`src/rtl/pipe_pkg.sv`:
```
// Shared pipeline types and constants for the D-stage hazard controller.
package pipe_pkg;

    localparam int unsigned REG_W = 5;
    localparam int unsigned TN_W  = 2;
    localparam int unsigned SEL_W = 2;

    localparam logic [SEL_W-1:0] FW_GRF    = 2'b00;
    localparam logic [SEL_W-1:0] FW_M      = 2'b01;
    localparam logic [SEL_W-1:0] FW_E      = 2'b10;
    localparam logic [TN_W-1:0]  TUSE_NONE = 2'd3;

    // One in-flight instruction as seen by the hazard logic.
    typedef struct packed {
        logic [REG_W-1:0] a3;
        logic [TN_W-1:0]  tnew;
        logic             md_start;
        logic             md_is_div;
    } stage_rec_t;

    localparam stage_rec_t STAGE_BUBBLE = '0;

    // Saturating decrement: Tnew counts down to zero and stays there.
    function automatic logic [TN_W-1:0] sat_dec(input logic [TN_W-1:0] x);
        return (x == '0) ? '0 : x - TN_W'(1);
    endfunction

endpackage

```
`src/rtl/md_busy_cnt.sv`:
```
// Multiply/divide busy tracker: loads a cycle count when a md start leaves E.
module md_busy_cnt #(
    parameter int unsigned MULT_CYCLES = 5,
    parameter int unsigned DIV_CYCLES  = 10,
    parameter int unsigned CNT_W       = 4
) (
    input  logic clk,
    input  logic reset,
    input  logic start_i,
    input  logic is_div_i,
    output logic busy_o
);

    logic [CNT_W-1:0] cnt_q;
    logic [CNT_W-1:0] cnt_d;

    // Reload on a departing md start, otherwise count down to zero.
    always_comb begin
        cnt_d = cnt_q;
        if (start_i) begin
            cnt_d = is_div_i ? CNT_W'(DIV_CYCLES) : CNT_W'(MULT_CYCLES);
        end else if (cnt_q != '0) begin
            cnt_d = cnt_q - CNT_W'(1);
        end
    end

    // Counter register; reset drops busy immediately.
    always_ff @(posedge clk or posedge reset) begin
        if (reset) begin
            cnt_q <= '0;
        end else begin
            cnt_q <= cnt_d;
        end
    end

    // Busy covers the cycle the start sits in E plus the counted cycles.
    assign busy_o = start_i || (cnt_q != '0);

endmodule

```
`src/rtl/hazard_ctrl_d.sv`:
```
// D-stage hazard/forwarding controller: shadow E/M records, forward selects, stall.
module hazard_ctrl_d
    import pipe_pkg::*;
#(
    parameter int unsigned MULT_CYCLES = 5,
    parameter int unsigned DIV_CYCLES  = 10,
    parameter int unsigned CNT_W       = 4
) (
    input  logic             clk,
    input  logic             reset,
    input  logic [REG_W-1:0] D_rs,
    input  logic [REG_W-1:0] D_rt,
    input  logic [TN_W-1:0]  D_Tuse_rs,
    input  logic [TN_W-1:0]  D_Tuse_rt,
    input  logic [REG_W-1:0] D_A3,
    input  logic [TN_W-1:0]  D_Tnew,
    input  logic             D_md_start,
    input  logic             D_md_is_div,
    input  logic             D_md_use,
    output logic [SEL_W-1:0] FW_sel_rs,
    output logic [SEL_W-1:0] FW_sel_rt,
    output logic             stall,
    output logic             md_busy
);

    stage_rec_t e_q;
    stage_rec_t e_d;
    stage_rec_t m_q;
    stage_rec_t m_d;

    logic stall_rs;
    logic stall_rt;
    logic md_stall;

    // Per-source decision, returned as {stall, select}; E outranks M.
    function automatic logic [SEL_W:0] src_ctrl(
        input logic [REG_W-1:0] src,
        input logic [TN_W-1:0]  tuse,
        input stage_rec_t       e,
        input stage_rec_t       m
    );
        logic             hit_e;
        logic             hit_m;
        logic             stl;
        logic [SEL_W-1:0] sel;
        hit_e = (e.a3 == src) && (src != '0);
        hit_m = (m.a3 == src) && (src != '0);
        stl   = 1'b0;
        sel   = FW_GRF;
        if (tuse != TUSE_NONE) begin
            stl = (hit_e && (e.tnew > tuse)) || (!hit_e && hit_m && (m.tnew > tuse));
        end
        if (hit_e && (e.tnew == '0)) begin
            sel = FW_E;
        end else if (hit_m && (m.tnew == '0)) begin
            sel = FW_M;
        end
        return {stl, sel};
    endfunction

    md_busy_cnt #(
        .MULT_CYCLES (MULT_CYCLES),
        .DIV_CYCLES  (DIV_CYCLES),
        .CNT_W       (CNT_W)
    ) u_md_busy_cnt (
        .clk      (clk),
        .reset    (reset),
        .start_i  (e_q.md_start),
        .is_div_i (e_q.md_is_div),
        .busy_o   (md_busy)
    );

    // Forward selects and the combined stall, purely from D inputs and records.
    always_comb begin
        {stall_rs, FW_sel_rs} = src_ctrl(D_rs, D_Tuse_rs, e_q, m_q);
        {stall_rt, FW_sel_rt} = src_ctrl(D_rt, D_Tuse_rt, e_q, m_q);
        md_stall = D_md_use && md_busy;
        stall    = stall_rs || stall_rt || md_stall;
    end

    // Next records: E takes D or a bubble on stall, M always advances from E.
    always_comb begin
        e_d = STAGE_BUBBLE;
        if (!stall) begin
            e_d.a3        = D_A3;
            e_d.tnew      = D_Tnew;
            e_d.md_start  = D_md_start;
            e_d.md_is_div = D_md_is_div;
        end
        m_d      = STAGE_BUBBLE;
        m_d.a3   = e_q.a3;
        m_d.tnew = sat_dec(e_q.tnew);
    end

    // Record registers.
    always_ff @(posedge clk or posedge reset) begin
        if (reset) begin
            e_q <= STAGE_BUBBLE;
            m_q <= STAGE_BUBBLE;
        end else begin
            e_q <= e_d;
            m_q <= m_d;
        end
    end

endmodule

```
`config.mk`:
```
export PLATFORM = sky130hd
export DESIGN_NAME = hazard_ctrl_d
export DESIGN_NICKNAME = d
export VERILOG_FILES = /design/src/rtl/pipe_pkg.sv /design/src/rtl/md_busy_cnt.sv /design/src/rtl/hazard_ctrl_d.sv
export SDC_FILE = /design/constraint.sdc
export NUM_CORES = 1
export LEC_CHECK = 0
export CAP_MARGIN = 10
export CORE_ASPECT_RATIO = 1.75
export CORE_MARGIN = 5
export CORE_UTILIZATION = 40
export DETAILED_ROUTE_END_ITERATION = 10
export PLACE_DENSITY = 0.67
export SYNTH_ARGS = -nofsm -noshare
export SYNTH_HDL_FRONTEND = slang
export SYNTH_SLANG_ARGS = --single-unit
```
`constraint.sdc`:
```
create_clock -name clk -period 3 [get_ports clk]
set_input_delay 0.45 -clock clk [delete_from_list [all_inputs] [get_ports clk]]
set_output_delay 0.45 -clock clk [all_outputs]
set_load 0.1 [all_outputs]
```
==> impl_metrics.py, run 1 <==
metrics = {
    "final_layout": {
        "syn2layout_area_growth_pct": 45.7,
        "design_area_mm2": 0.00194,
        "final_layout_size_suffix_gt1_frac": 0.263,
        "fin_util": 0.612,
        "instances_no_fill": 214,
        "layout.nets": 208,
        "final_common_cell": "clkdlybuf4s50_1",
        "n_antenna_cell": 0,
        "mostFrequentLayoutCells": "clkdlybuf4s50_1, dfrtp_1, buf_4, xor2_1, inv_1",
    },
    "critical_path": {
        "regToRegSetupSlack_ns": 0.92,
        "required_ns": 2.55,
        "critPathLaunchType": "input pin",
        "max_stage_delay_ns": 0.49,
        "cpMaxStageDelayCell": "clkdlybuf4s50_1",
        "reg2reg_depth": 8,
        "cp_max_fo": 2,
        "r2r_start": "m_q[3]",
        "path_buf_inv": 3,
        "critical_path_class": "input pin to primary output",
        "crit_family": "buffers and inverters",
        "reg2reg_to": "e_q[3]",
        "path_cells": "clkdlybuf4s50_1 > inv_1 > ha_1 > and2_1 > a2111oi_4 > a22oi_2 > a311oi_4 > or2_4 > buf_12",
        "end_kind": "primary output",
        "arrival_ns": 2.49,
    },
    "sta": {
        "finalHoldViolCount": 0,
        "drv_slew": 0,
        "min_period_ns": 2.94,
        "max_freq_mhz": 340,
        "setup_tns_ns": 0,
        "skew_ns": 0.00130,
        "tightest_slew_ns": 0.750,
        "relSlewSlack": 0.500,
        "setup_violations": 0,
        "min_period_over_period": 0.979,
    },
    "min_path": {
        "holdPathEnd": "m_q[6]",
        "hp-start": "e_q[6]",
        "hold_path_depth": 0,
        "hold_path.class": "flip-flop to flip-flop",
    },
    "logic_synthesis": {
        "synth_area_leaders": "dfrtp_1, ha_1, xor2_1",
        "yosysWarnings": 0,
        "async_flop_share": 1.00,
        "synth_cell_types": 35,
        "synth_flop_cell": "dfrtp_1",
        "synth_edf_count": 0,
        "yosys.area.top_type": "dfrtp_1",
        "synthCells": 125,
        "ys_ff_latch": 20,
        "synth_seq_area_share": 0.376,
        "syn_area_mm2": 0.00133,
        "synth_top_cell_area_share": 0.376,
        "syn_area_per_cell_um2": 10.7,
        "synth_fp_nets": 161,
    },
    "clocking": {
        "htreeDepth": 1,
        "path_clk_slew_ns": 0.07,
        "clock_sinks": 20,
        "tritoncts": "built",
        "cts_hold_buf": 0,
        "cts_root_buffer": "clkbuf_8",
        "cts-buffers-inserted": 3,
        "cts_buffer_depth": 2,
        "insertion_delay_ns": 0.25,
    },
    "detailed_routing": {
        "via_per_inst": 4.99,
        "firstDrtPassIters": 4,
        "vias": 1068,
        "drc": 0,
        "wire_per_inst_um": 14.4,
        "ant_nets": 0,
        "drt_iter0_markers": 17,
        "wirelength_um": 3080,
    },
    "flow_run": {
        "maxCapViolations": 0,
    },
    "place": {
        "placed_area_mm2": 0.00185,
        "dp_cells": 209,
        "gp_congestion": 0.764,
        "hpwl_um": 2570,
        "port_buffers": 31,
    },
    "die": {
        "core.rowCount": 27,
        "dieArea_mm2": 0.00463,
        "die_h_um": 86.4,
        "core_area_mm2": 0.00318,
        "die_w_um": 53.6,
        "io_pins": 32,
        "initial_core_util": 0.420,
    },
    "global_route": {
        "grt_pass1_vias": 1178,
        "grt_max_degree": 21,
        "globalRouteTotalUtil": 0.146,
        "grt_overflow_total": 0,
        "grt_pass1_wl_um": 5150,
        "antenna_found_initial": 0,
    },
    "power_and_ir_drop": {
        "power.leakage_nw": 0.835,
        "p_per_area_mw_per_mm2": 502,
        "irDropWorstVdd_v": 0.000393,
        "finalPower_w": 0.000974,
    },
    "status": {
        "status": "completed",
    },
}
==> cell usage after synthesis (all sizes together) (2+ instances only) <==
cell and n:
xnor2 8, nor3 5, a211oi 2, nor3b 9, a22oi 2, nor2b 4, or4 2, dfrtp 20
a21oi 3, nand2 5, ha 10, nand3 2, nor4b 2, inv 11, nor2 4, or2 2
xor2 13, and2 2, o21ai 3, nor4 5
==> worst max-delay path by stage <==
stage / from / end / slack (ns) / cells after the start
finish: D_Tuse_rs[1] / stall / 0.06 / 9
global route: D_Tuse_rs[1] / stall / -0.01 / 9
CTS: D_Tuse_rt[1] / stall / 0.01 / 9
detailed placement: D_Tuse_rs[1] / stall / -0.11 / 9
global placement: D_Tuse_rs[1] / stall / -0.04 / 9
floorplan: D_rt[1] / FW_sel_rt[0] / -0.49 / 4
==> metrics by stage <==
| step | hold WS, ns | setup slack, ns |
|---|---|---|
| after floorplan | 0.410 | -0.488 |
| after global placement | 0.427 | -0.0380 |
| after detailed placement | 0.432 | -0.112 |
| after CTS | 0.448 | 0.0136 |
| after global routing | 0.466 | -0.0140 |
| final | 0.442 | 0.0622 |
==> logic make-up after synthesis <==
| kind of cell | synth area share |
|---|---|
| flops | 0.376 |
| compound gates | 0.0986 |
| simple gates | 0.243 |
| fa+ha+maj | 0.0939 |
| buf+inv | 0.0423 |
| mux | 0.00845 |
| xor+xnor | 0.138 |
==> layout make-up <==
| class | instances | area (um2) |
|---|---|---|
| Timing Repair Buffer | 44 | 455 |
| Clock buffer | 4 | 55.1 |
| Sequential cell | 20 | 500 |
| Fill cell | 287 | 1230 |
| Multi-Input combinational cell | 92 | 836 |
| Inverter | 11 | 41.3 |
| Tap cell | 43 | 53.8 |
==> routing by layer <==
layer  vias to the layer above  wire length [um]  global-route usage
li1                        531                 -                   -
met1                       510              1160               0.157
met2                        25              1770               0.284
met3                         2               119              0.0138
met4                         0                23              0.0372
met5                         -                 0                   0
==> power by group <==
group / leakage [nW] / internal [W] / switching (W) / total (W)
combinational: 0.553 / 0.000190 / 0.000208 / 0.000399
sequential: 0.254 / 0.000323 / 0.0000546 / 0.000378
clock: 0.0288 / 0.000116 / 0.0000811 / 0.000198
==> registers in the layout, summed over array words and instances (netlist names) <==
signal               cells
m_q                      7
e_q                      9
u_md_busy_cnt.cnt_q      4
==> timing repair <==
action	CTS	global route
pin swaps	3	4
setup endpoints to repair	1	1
setup buffers	0	1
resized for setup	4	2
(Power assumes the default switching activity.)
==> inputs of run 2 (changes only) <==
--- a/config.mk
+++ b/config.mk
@@ -7,7 +7,7 @@
 export LEC_CHECK = 0
 export CAP_MARGIN = 10
 export CORE_ASPECT_RATIO = 1.75
-export CORE_MARGIN = 5
+export CORE_MARGIN = 4
 export CORE_UTILIZATION = 40
 export DETAILED_ROUTE_END_ITERATION = 10
 export PLACE_DENSITY = 0.67
==> run 2 against run 1 <==
  * Total power increased by 7.3%
  * Maximum frequency increased by 0.44%
  * Wire length increased by 0.46%
  * Cell count decreased by 0.93%
  * Worst setup slack improved by 0.013 ns
  * Critical path depth unchanged
  * Flip-flop and latch count unchanged
  * Clock-buffer cell count decreased by 1
  * Non-clock buffer count decreased by 2
  * Largest power group unchanged
==> impl_metrics.py, run 2 (synthesis gave the netlist of run 1 again) <==
metrics = {
    "final_layout": {
        "final_layout_size_suffix_gt1_frac": 0.272,
        "mostFrequentLayoutCells": "clkdlybuf4s50_1, dfrtp_1, xor2_1, buf_4, inv_1",
        "largest_register": "e_q",
        "syn2layout_area_growth_pct": 46.9,
        "register_area_um2": 500,
        "n_antenna_cell": 0,
        "layout.nets": 206,
        "multi_input_area_um2": 851,
        "design_area_mm2": 0.00196,
        "n_fill_cell": 280,
        "largest_reg_flops": 9,
        "instances_no_fill": 212,
        "reg_top3": "e_q (9), m_q (7), u_md_busy_cnt.cnt_q (4)",
        "final_common_cell": "clkdlybuf4s50_1",
    },
    "min_path": {
        "hold_path.class": "flip-flop to flip-flop",
        "hp-start": "e_q[8]",
    },
    "place": {
        "dp_cells": 208,
        "port_buffers": 31,
        "gp_congestion": 0.779,
        "placed_area_mm2": 0.00185,
        "hpwl_um": 2600,
    },
    "global_route": {
        "globalRouteTotalUtil": 0.151,
        "antenna_found_initial": 0,
        "grt_overflow_total": 0,
        "grt_pass1_wl_um": 5180,
        "grt_max_degree": 21,
        "grt_pass1_vias": 1191,
    },
    "die": {
        "io_pins": 32,
        "die_w_um": 51.6,
        "initial_core_util": 0.420,
        "core.rowCount": 27,
        "dieArea_mm2": 0.00436,
        "core_area_mm2": 0.00318,
        "die_h_um": 84.4,
    },
    "critical_path": {
        "cpMaxStageDelayCell": "clkdlybuf4s50_1",
        "max_stage_delay_ns": 0.50,
        "critPathLaunchType": "input pin",
        "r2r_start": "u_md_busy_cnt.cnt_q[0]",
        "cp-startpoint": "D_Tuse_rs[1]",
        "critical_path_class": "input pin to primary output",
        "end_kind": "primary output",
        "required_ns": 2.55,
        "cp_max_fo": 2,
        "arrival_ns": 2.47,
        "path_cells": "clkdlybuf4s50_1 > inv_2 > ha_4 > and2_4 > a2111oi_4 > a22oi_2 > a311oi_4 > or2_4 > buf_12",
    },
    "clocking": {
        "cts_hold_buf": 0,
        "clock_sinks": 20,
        "path_clk_slew_ns": 0.08,
        "insertion_delay_ns": 0.26,
        "tritoncts": "built",
        "cts_buffer_depth": 2,
        "cts_root_buffer": "clkbuf_8",
        "htreeDepth": 1,
        "cts-buffers-inserted": 3,
    },
    "sta": {
        "whs_ns": 0.448,
        "skew_ns": 0.00505,
        "min_period_ns": 2.92,
        "finalHoldViolCount": 0,
        "relSlewSlack": 0.497,
        "max_freq_mhz": 342,
        "tightest_slew_ns": 0.754,
        "rsz0062_at_grt": "false",
        "min_period_over_period": 0.975,
        "drv_slew": 0,
        "setup_violations": 0,
    },
    "detailed_routing": {
        "via_per_inst": 5.21,
        "drt_iter0_markers": 8,
        "wire_per_inst_um": 14.6,
        "vias": 1104,
        "drc": 0,
        "firstDrtPassIters": 4,
        "ant_nets": 0,
        "wirelength_um": 3090,
    },
    "status": {
        "status": "completed",
    },
    "power_and_ir_drop": {
        "p_per_area_mw_per_mm2": 534,
        "irDropWorstVdd_v": 0.000462,
        "power.leakage_nw": 0.831,
    },
    "flow_run": {
        "maxCapViolations": 0,
    },
}
[run 2: final timing paths]
kind | to | slack (ns) | cells past startpoint
min | m_q[8] | 0.45 | 0
max | stall | 0.08 | 9
min reg2reg | m_q[8] | 0.45 | 0
max reg2reg | e_q[7] | 0.89 | 7
max in group asynchronous | e_q[0] | 1.91 | 2
min in group asynchronous | e_q[7] | 0.61 | 2
[run 2: stage by stage]
| step | util | TNS, ns | setup WS, ns | total power (W) |
|---|---|---|---|---|
| finish | 0.617 | 0 | 0.0751 | 0.00105 |
| CTS | 0.608 | 0 | 0.0106 | 0.00104 |
| global placement | 0.581 | -0.0297 | -0.0297 | 0.000749 |
| global route | 0.617 | 0 | 0.00837 | 0.00111 |
| floorplan | - | -0.645 | -0.488 | 0.000636 |
| detailed placement | 0.581 | -0.0381 | -0.0381 | 0.000765 |
[run 2: final cells by class]
class                      instances  share of cell area
multi-input combinational         92               0.435
sequential                        20               0.256
tap                               43              0.0275
inverter                          11              0.0211
clock inverter                     1              0.0153
clock buffer                       3              0.0211
timing repair buffer              42               0.225
[run 2: routing by layer]
metal  global-route usage  wire length [um]  up-vias
met3               0.0142               151       15
met4               0.0883               145        0
li1                     -                 -      527
met1                0.157              1060      530
met2                0.277              1730       32
met5                    0                 0        -
[run 2: critical path: cells and delay by family]
family | cells | cell delay (ns)
AOI/OAI and AO/OA | 3 | 0.74
buffers and inverters | 3 | 0.73
and+or+nand+nor | 2 | 0.35
adders and majority gates | 1 | 0.21
[run 2: repair_timing]
action,in CTS,in global routing
resized for setup,4,4
pin swaps,2,5
hold endpoints to repair,0,0
buffers inserted,0,0
setup endpoints to repair,1,1
[run 2: where the power goes]
group | leakage (nW) | internal (W) | switching, W | total, W
sequential | 0.254 | 0.000323 | 0.0000551 | 0.000378
clock | 0.0357 | 0.000178 | 0.0000922 | 0.000270
combinational | 0.542 | 0.000188 | 0.000208 | 0.000397
